### config.mk
export PLATFORM = sky130hd
export DESIGN_NAME = riscv_mem_port_arbiter
export DESIGN_NICKNAME = d
export VERILOG_FILES = /design/src/rtl/riscv_mem_port_arbiter.sv
export SDC_FILE = /design/constraint.sdc
export NUM_CORES = 1
export LEC_CHECK = 0
export ABC_AREA = 0
export CORE_AREA = 2 2 161 163
export DETAILED_ROUTE_END_ITERATION = 16
export DIE_AREA = 0 0 163 165
export HOLD_SLACK_MARGIN = 0.15
export PLACE_DENSITY = 0.5
export SLEW_MARGIN = 10
export SYNTH_ARGS = -nofsm -noshare
export SYNTH_HDL_FRONTEND = slang
export SYNTH_SLANG_ARGS = --single-unit
### constraint.sdc
create_clock -name clk -period 2.86 [get_ports clk]
set_input_delay 0.572 -clock clk [delete_from_list [all_inputs] [get_ports clk]]
set_output_delay 0.572 -clock clk [all_outputs]
set_load 0.02 [all_outputs]
### src/rtl/riscv_mem_port_arbiter.sv
// rtl/riscv_mem_port_arbiter.sv - imem/dmem to shared memory port arbiter with in-order response steering (optional perf counters: RISCV_MEM_ARB_PERF_EN)
module riscv_mem_port_arbiter #(
  parameter int REQ_SZ    = 67,
  parameter int RESP_SZ   = 35,
  parameter int MAX_OUTST = 4
) (
  input  logic               clk,
  input  logic               reset,
  input  logic [REQ_SZ-1:0]  imemreq_msg,
  input  logic               imemreq_val,
  output logic               imemreq_rdy,
  output logic [RESP_SZ-1:0] imemresp_msg,
  output logic               imemresp_val,
  input  logic [REQ_SZ-1:0]  dmemreq_msg,
  input  logic               dmemreq_val,
  output logic               dmemreq_rdy,
  output logic [RESP_SZ-1:0] dmemresp_msg,
  output logic               dmemresp_val,
  output logic [REQ_SZ-1:0]  memreq_msg,
  output logic               memreq_val,
  input  logic               memreq_rdy,
  input  logic [RESP_SZ-1:0] memresp_msg,
  input  logic               memresp_val,
  output logic               resp_err,
  output logic [31:0]        perf_imem_grants,
  output logic [31:0]        perf_dmem_grants,
  output logic [31:0]        perf_conflicts
);

  localparam int PW = (MAX_OUTST > 1) ? $clog2(MAX_OUTST) : 1;
  localparam int CW = $clog2(MAX_OUTST + 1);
  localparam logic [CW-1:0] CNT_FULL = CW'(MAX_OUTST);
  localparam logic [CW-1:0] CNT_ONE  = CW'(1);
  localparam logic [PW-1:0] PTR_ONE  = PW'(1);

  typedef enum logic {
    PORT_IMEM = 1'b0,
    PORT_DMEM = 1'b1
  } port_e;

  // ID queue: one bit per outstanding request, 1 means the request came from dmem
  logic [MAX_OUTST-1:0] r_idq;
  logic [PW-1:0]        r_head;
  logic [PW-1:0]        r_tail;
  logic [CW-1:0]        r_count;
  port_e                r_last_grant;
  logic                 r_resp_err;

  port_e                w_grant;
  logic                 w_run;
  logic                 w_space;
  logic                 w_fire;
  logic                 w_pop;
  logic                 w_spurious;
  logic                 w_head_dmem;

  // Grant selection: a lone requester wins outright, a conflict alternates against the last accepted port
  always_comb begin
    w_grant = PORT_IMEM;
    if (imemreq_val && dmemreq_val) begin
      w_grant = (r_last_grant == PORT_DMEM) ? PORT_IMEM : PORT_DMEM;
    end else if (dmemreq_val) begin
      w_grant = PORT_DMEM;
    end
  end

  assign w_run       = reset;
  assign w_space     = (r_count != CNT_FULL);
  assign memreq_val  = w_run & w_space & (imemreq_val | dmemreq_val);
  assign memreq_msg  = (w_grant == PORT_DMEM) ? dmemreq_msg : imemreq_msg;
  assign imemreq_rdy = w_run & w_space & memreq_rdy & (w_grant == PORT_IMEM);
  assign dmemreq_rdy = w_run & w_space & memreq_rdy & (w_grant == PORT_DMEM);
  assign w_fire      = memreq_val & memreq_rdy;

  // A response is only routed when something is outstanding; otherwise it is dropped and flagged
  assign w_pop        = w_run & memresp_val & (r_count != '0);
  assign w_spurious   = w_run & memresp_val & (r_count == '0);
  assign w_head_dmem  = r_idq[r_head];
  assign imemresp_val = w_pop & ~w_head_dmem;
  assign dmemresp_val = w_pop & w_head_dmem;
  assign imemresp_msg = memresp_msg;
  assign dmemresp_msg = memresp_msg;
  assign resp_err     = r_resp_err;

  // ID storage needs no reset: entries are only read once count says they were written
  always_ff @(posedge clk) begin
    if (w_fire) begin
      r_idq[r_tail] <= (w_grant == PORT_DMEM);
    end
  end

  // Queue pointers, occupancy, round-robin history and sticky error flag
  always_ff @(posedge clk) begin
    if (!reset) begin
      r_head       <= '0;
      r_tail       <= '0;
      r_count      <= '0;
      r_last_grant <= PORT_DMEM;
      r_resp_err   <= 1'b0;
    end else begin
      if (w_fire) begin
        r_tail       <= r_tail + PTR_ONE;
        r_last_grant <= w_grant;
      end
      if (w_pop) begin
        r_head <= r_head + PTR_ONE;
      end
      if (w_fire && !w_pop) begin
        r_count <= r_count + CNT_ONE;
      end else if (!w_fire && w_pop) begin
        r_count <= r_count - CNT_ONE;
      end
      if (w_spurious) begin
        r_resp_err <= 1'b1;
      end
    end
  end

`ifdef RISCV_MEM_ARB_PERF_EN
  logic [31:0] r_perf_imem;
  logic [31:0] r_perf_dmem;
  logic [31:0] r_perf_conf;

  // Event counters: accepted grants per port and cycles where both ports contended with room available
  always_ff @(posedge clk) begin
    if (!reset) begin
      r_perf_imem <= '0;
      r_perf_dmem <= '0;
      r_perf_conf <= '0;
    end else begin
      if (w_fire && (w_grant == PORT_IMEM)) begin
        r_perf_imem <= r_perf_imem + 32'd1;
      end
      if (w_fire && (w_grant == PORT_DMEM)) begin
        r_perf_dmem <= r_perf_dmem + 32'd1;
      end
      if (imemreq_val && dmemreq_val && w_space) begin
        r_perf_conf <= r_perf_conf + 32'd1;
      end
    end
  end

  assign perf_imem_grants = r_perf_imem;
  assign perf_dmem_grants = r_perf_dmem;
  assign perf_conflicts   = r_perf_conf;
`else
  assign perf_imem_grants = 32'd0;
  assign perf_dmem_grants = 32'd0;
  assign perf_conflicts   = 32'd0;
`endif

endmodule
==> metrics.csv, run 1 <==
metric,value,unit
run status,finished clean,
RSZ-0062 raised after global routing,no,
Worst EP required,2.29,ns
fraction of power spent switching nets,0.399,
CTS Root Cell,clkbuf_16,
largest net degree at the start of global routing,26,
placed instance area,4480,sq um
area delta synth->final,59.1,%
Nets,649,
Mapped Cells,308,
"Seq/Total Area, Yosys",0.109,
Antenna Nets Post-Route,0,
core footprint,25000,sq um
worst slack at placement,-0.279,ns
"top cells by count, synth","buf_4 (173), mux2_2 (61), dfxtp_1 (9), mux2_1 (6), nor2_1 (6)",
CTS buffer count,3,
post-synthesis mux area share,0.286,
TNS Setup,0,ns
Yosys top cell area share,0.471,
Min-Delay Path Class,flop to flop,
Setup crit end kind,output pin,
Pre-Repair DR Iteration Count,4,
vias in the first global route,2329,
die width,163,um
Worst-path clk slew,0.04,ns
CTS tree,done,
PwrDens,317,nW/um^2
DP HPWL,8190,um
Worst Setup Path Type,primary input to output pin,
Tmin final,2.75,ns
Post-synth EDFFs,4,
"Primary FF master, synth",dfxtp_1,
crit path DAT,2.18,ns
Hold Fails Final Rpt,0,
initial antenna violation count,0,
Ys Warns,0,
Setup crit start kind,primary input,
sequential power share,0.188,
Final WS setup,0.110,ns
largest family of logic cells by synthesized area,buffers and inverters,
die height,165,um
GP Congestion,0.677,
Synth Area in XOR/XNOR,0.00635,
GRT overflow,0,
die area,26900,sq um
"FFs w/ async S/R, synth",0,
Starting Density,0.110,
leak pwr,1.87,nW
Buffers on Ports,212,
Final setup violation count,0,
layout cells sized above 1,0.340,
pins over their slew limit,0,
CP Max Fanout,12,
worst vdd ir,0.205,mV
post-synth cell types,32,
via count,2297,
MaxCap Viol Count,0,
Synth area leaders,"buf_4 (47%), mux2_2 (25%), dfxtp_1 (6.5%)",
total wire length,10200,um
Top Ports,414,
Fmax achieved,0.364,GHz
Final Cycle Share,0.961,
design area,4390,sq um
Clk pwr share,0.188,
Comb power frac,0.624,
Residual DRC,0,
Vias/cell,2.88,
Avg Inst Size Synth,8.95,sq um
Internal,0.836,mW
Psw,0.556,mW
Compound-Gate Fraction of Synth Area,0.0377,
Clock Skews,0.00328,ns
Yosys reg bits,13,
# diodes,0,
mapped cell area,2760,sq um
largest area contributor in the netlist,buf_4,
Initial DRC Count,24,
Adder-Cell Fraction of Synth Area,0.0300,
wire per inst,12.7,um
CTS max path bufs,2,
Total Routing Usage GR,0.0639,
global-route wire length before repair,13000,um
H-tree depth,1,
top-count cell post-synth,buf_4,
Rows,58,
Synth Area in Simple Gates,0.0504,
# clock sinks,13,
worst skew pair latency,0.24,ns
==> flip-flops by register name (all words and copies together), names as in the netlist <==
signal	cells
r_count	3
r_tail	2
r_head	2
r_last_grant	1
resp_err	1
r_idq	4
==> worst paths after layout <==
| path | to | cells past startpoint | startpoint | slack (ns) |
|---|---|---|---|---|
| min | resp_err | 2 | resp_err | 0.49 |
| max reg2reg | r_count[2] | 8 | r_count[0] | 0.62 |
| min reg2reg | resp_err | 2 | resp_err | 0.49 |
| max | memreq_msg[17] | 7 | dmemreq_val | 0.11 |
==> worst max-delay path, cell delays in order <==
cell and delay [ns]:
clkdlybuf4s50_1 0.48, a21boi_4 0.20, buf_4 0.14, buf_12 0.11
buf_16 0.14, mux2_2 0.35, buf_4 0.16
==> layout make-up <==
| cell class | count | area (sq um) |
|---|---|---|
| Timing Repair Buffer | 234 | 2080 |
| Inverter | 5 | 18.8 |
| Tap cell | 330 | 413 |
| Clock inverter | 1 | 5.00 |
| Sequential cell | 13 | 300 |
| Clock buffer | 3 | 75.1 |
| Multi-Input combinational cell | 211 | 1500 |
| Fill cell | 2843 | 20600 |
==> cells in the final DEF (no fill, tap or decap), drive strengths merged, types with 2 or more instances in the layout <==
cell type      count
a21oi              3
and2               4
and4               2
buf               63
clkbuf            29
clkdlybuf4s50    144
conb              96
dfxtp              9
edfxtp             4
ha                 5
inv                5
mux2              67
nand3              2
nor2               6
nor3               3
o211ai             2
o21ai              5
o31ai              2
or3                2
xor2               2
==> power groups by stage <==
| stage | Combinational, mW | Clock (mW) | Sequential [mW] |
|---|---|---|---|
| after global routing | 0.944 | 0.280 | 0.269 |
| after CTS | 0.905 | 0.268 | 0.263 |
| after global placement | 0.906 | 0 | 0.266 |
| final | 0.869 | 0.262 | 0.261 |
| after floorplan | 0.716 | 0 | 0.259 |
| after detailed placement | 0.909 | 0 | 0.266 |
==> through the flow <==
step	power, mW	hold slack (ns)	util	cells
floorplan	0.975	0.452	-	403
global placement	1.17	0.485	0.179	785
detailed placement	1.17	0.490	0.179	785
CTS	1.44	0.496	0.186	795
global route	1.49	0.533	0.175	797
finish	1.39	0.494	0.175	797
==> cell families (layout without fill, tap and decap cells) <==
logic type | after synthesis | in the layout
buffers and inverters | 179 | 243
flip-flops | 13 | 13
multiplexers | 69 | 69
adder cells (fa/ha/maj) | 6 | 6
XOR/XNOR | 2 | 2
other | 1 | 96
AO/OA/AOI/OAI | 15 | 15
AND/OR/NAND/NOR | 23 | 23
==> routing by layer <==
metal  vias to the layer above  global-route usage  share of wire
met5                         -                   0              0
met4                         0              0.0193          0.028
met3                        36              0.0254          0.097
met2                       171               0.115           0.52
met1                      1006              0.0686           0.35
li1                       1084                   -              -
==> what timing repair did <==
| action | CTS | global route |
|---|---|---|
| endpoints found under the setup margin | 66 | 63 |
| gates cloned | 2 | 2 |
| hold buffers | 0 | 0 |
| setup buffers | 4 | 0 |
| endpoints found under the hold margin | 0 | 0 |
| resized for setup | 160 | 88 |
Power figures use the tool's default switching activity.
==> inputs of run 2 (changes only) <==
Settings changed: CAP_MARGIN from default to 5, CELL_PAD_IN_SITES_DETAIL_PLACEMENT from default to 2, CELL_PAD_IN_SITES_GLOBAL_PLACEMENT from default to 2, CORE_AREA 2 2 161 163 to default, CORE_UTILIZATION from default to 10, DIE_AREA 0 0 163 165 to default, PLACE_DENSITY 0.5 to 0.87.
==> run 2 against run 1 <==
Against the previous run:
- clock skew barely moved
- critical path type unchanged
- via count rose by 4.4%
- fmax fell by 1.3%
- count of clock-buffer cells in the layout rose by 1
- sequential share of layout area barely moved
- flip-flop and latch count did not move
- highest routed layer unchanged
- critical endpoint is now memreq_msg[27]
- clock power rose by 2%
- total power rose by 0.33%
- core utilization fell by 1.2 points
- wire length rose by 0.11%
- largest cell class unchanged
==> metrics.csv, run 2 (synthesis results as in run 1) <==
metric,value,unit,change
run status,finished clean,,unchanged
Setup crit end kind,output pin,,unchanged
Final setup violation count,0,,unchanged
Hold Fails Final Rpt,0,,unchanged
die area,28200,sq um,"was 26,900 sq um"
CTS buffer count,3,,unchanged
Buffers on Ports,212,,unchanged
"commonest non-fill, non-tap cell in the layout",clkdlybuf4s50_1,,unchanged
Top Ports,414,,unchanged
Rows,60,,was 58
total wire length,10200,um,about the same
Clk pwr share,0.190,,was 0.188
"delay-heaviest family, CP",buffers and inverters,,unchanged
CTS Hold Bufs,0,,unchanged
CP Max Fanout,6,,was 12
layout cells sized above 1,0.314,,was 0.340
Worst Setup Path Type,primary input to output pin,,unchanged
global-route wire length before repair,14300,um,"was 13,000 um"
Regs by FF count,"r_idq (4), r_count (3)",,unchanged
filler instances,3194,,"was 2,843"
CP peak stage delay,0.49,ns,was 0.48 ns
die height,168,um,was 165 um
RSZ-0062 raised after global routing,no,,unchanged
Reg with most FFs,r_idq,,unchanged
initial antenna violation count,0,,unchanged
Total Routing Usage GR,0.0657,,was 0.0639
Nets,650,,was 649
post-route core utilization,0.163,,was 0.175
sequential power share,0.188,,about the same
largest net degree at the start of global routing,13,,was 26
wire per inst,12.6,um,was 12.7 um
Worst Max-Slew Pin Slew,0.549,ns,
PwrDens,317,nW/um^2,about the same
Worst EP required,2.29,ns,about the same
Worst Path Buf+Inv,4,,was 5
Clock Skews,0.00323,ns,was 0.00328 ns
DP HPWL,8960,um,was 8190 um
worst slack at placement,-0.268,ns,was -0.279 ns
Antenna Nets Post-Route,0,,unchanged
Starting Density,0.102,,was 0.110
Comb power frac,0.621,,was 0.624
via count,2399,,"was 2,297"
Hold Slack,0.478,ns,was 0.494 ns
vias in the first global route,2634,,"was 2,329"
Final WS setup,0.0731,ns,was 0.110 ns
fraction of power spent switching nets,0.401,,was 0.399
pins over their slew limit,0,,unchanged
Residual DRC,0,,unchanged
# diodes,0,,unchanged
Initial DRC Count,33,,was 24
GP Congestion,0.703,,was 0.677
GRT overflow,0,,unchanged
CTS max path bufs,2,,unchanged
leak pwr,1.86,nW,was 1.87 nW
Vias/cell,2.97,,was 2.88
Tmin final,2.79,ns,was 2.75 ns
Internal,0.837,mW,was 0.836 mW
Fmax achieved,0.359,GHz,was 0.364 GHz
# clock sinks,13,,unchanged
H-tree depth,1,,unchanged
area delta synth->final,60.0,%,was 59.1%
worst skew pair latency,0.24,ns,about the same
Worst-path clk slew,0.05,ns,was 0.04 ns
Largest register FFs,4,,unchanged
Power Total,1.40,mW,was 1.39 mW
Final Cycle Share,0.974,,was 0.961
crit path DAT,2.21,ns,was 2.18 ns
Setup crit start kind,primary input,,unchanged
Psw,0.560,mW,was 0.556 mW
Pre-Repair DR Iteration Count,2,,was 4
TNS Setup,0,ns,unchanged
"commonest non-fill, non-tap cells in the layout","clkdlybuf4s50_1 (144), conb_1 (96), mux2_2 (61), buf_2 (55), buf_4 (14)",,"was clkdlybuf4s50_1 (144), conb_1 (96), mux2_2 (61), buf_2 (42), clkbuf_2 (24)"
Min-Delay Path Class,flop to flop,,unchanged
MaxCap Viol Count,0,,unchanged
CTS Root Cell,clkbuf_16,,unchanged
Worst path slowest cell,clkdlybuf4s50_1,,unchanged
die width,168,um,was 163 um
max_slew headroom,0.633,,
cells along the critical path,clkdlybuf4s50_1 > a21boi_4 > buf_12 > buf_4 > mux2_2 > dlygate4sd2_1,,was clkdlybuf4s50_1 > a21boi_4 > buf_4 > buf_12 > buf_16 > mux2_2 > buf_4
worst vdd ir,0.154,mV,was 0.205 mV
core footprint,27000,sq um,"was 25,000 sq um"
CTS tree,done,,unchanged
==> run 2: routing by layer <==
layer,wire [um],share of wire,global-route usage
met2,5420,0.53,0.126
met4,342,0.034,0.0283
met5,0,0,0
met3,907,0.089,0.0172
met1,3500,0.34,0.0664
==> run 2: per-stage QoR <==
step                std cells  area (sq um)
finish                    809          4410
global route              809          4410
CTS                       809          4400
detailed placement        801          4550
global placement          801          4550
floorplan                 403          3110
==> run 2: tightest hold or removal path, delay by kind of cell, from the launching register on <==
kind,cells,cell delay [ns]
DFF,1,0.32
and+or+nand+nor,1,0.07
AOI/OAI and AO/OA,1,0.05
==> run 2: area by class of cell <==
type | count | area, sq um | area share
Clock buffer | 4 | 78.8 | 0.0179
Tap cell | 341 | 427 | 0.0967
Sequential cell | 13 | 300 | 0.0681
Inverter | 5 | 18.8 | 0.00426
Timing Repair Buffer | 235 | 2090 | 0.473
Multi-Input combinational cell | 211 | 1500 | 0.340
==> run 2: repair_timing <==
action / 4_1_cts / 5_1_grt
resized for setup: 236 / 2
cloned: 1 / 0
endpoints found under the setup margin: 68 / 13
buffers inserted: 3 / 0
pin swaps: 0 / 0
==> run 2: path summary, 6_finish.rpt <==
check / startpoint / end / slack, ns / cells after the start
setup reg to reg: r_count[0] / r_count[2] / 0.47 / 7
hold / removal: resp_err / resp_err / 0.48 / 2
setup / recovery: dmemreq_val / memreq_msg[27] / 0.07 / 6
hold reg to reg: resp_err / resp_err / 0.48 / 2
==> run 2: power by group through the flow <==
stage	sequential, mW	clock [mW]	combinational [mW]
after detailed placement	0.267	0	0.932
after global placement	0.263	0	0.909
after global routing	0.270	0.279	0.930
after floorplan	0.259	0	0.716
after CTS	0.264	0.272	0.877
final	0.263	0.266	0.868
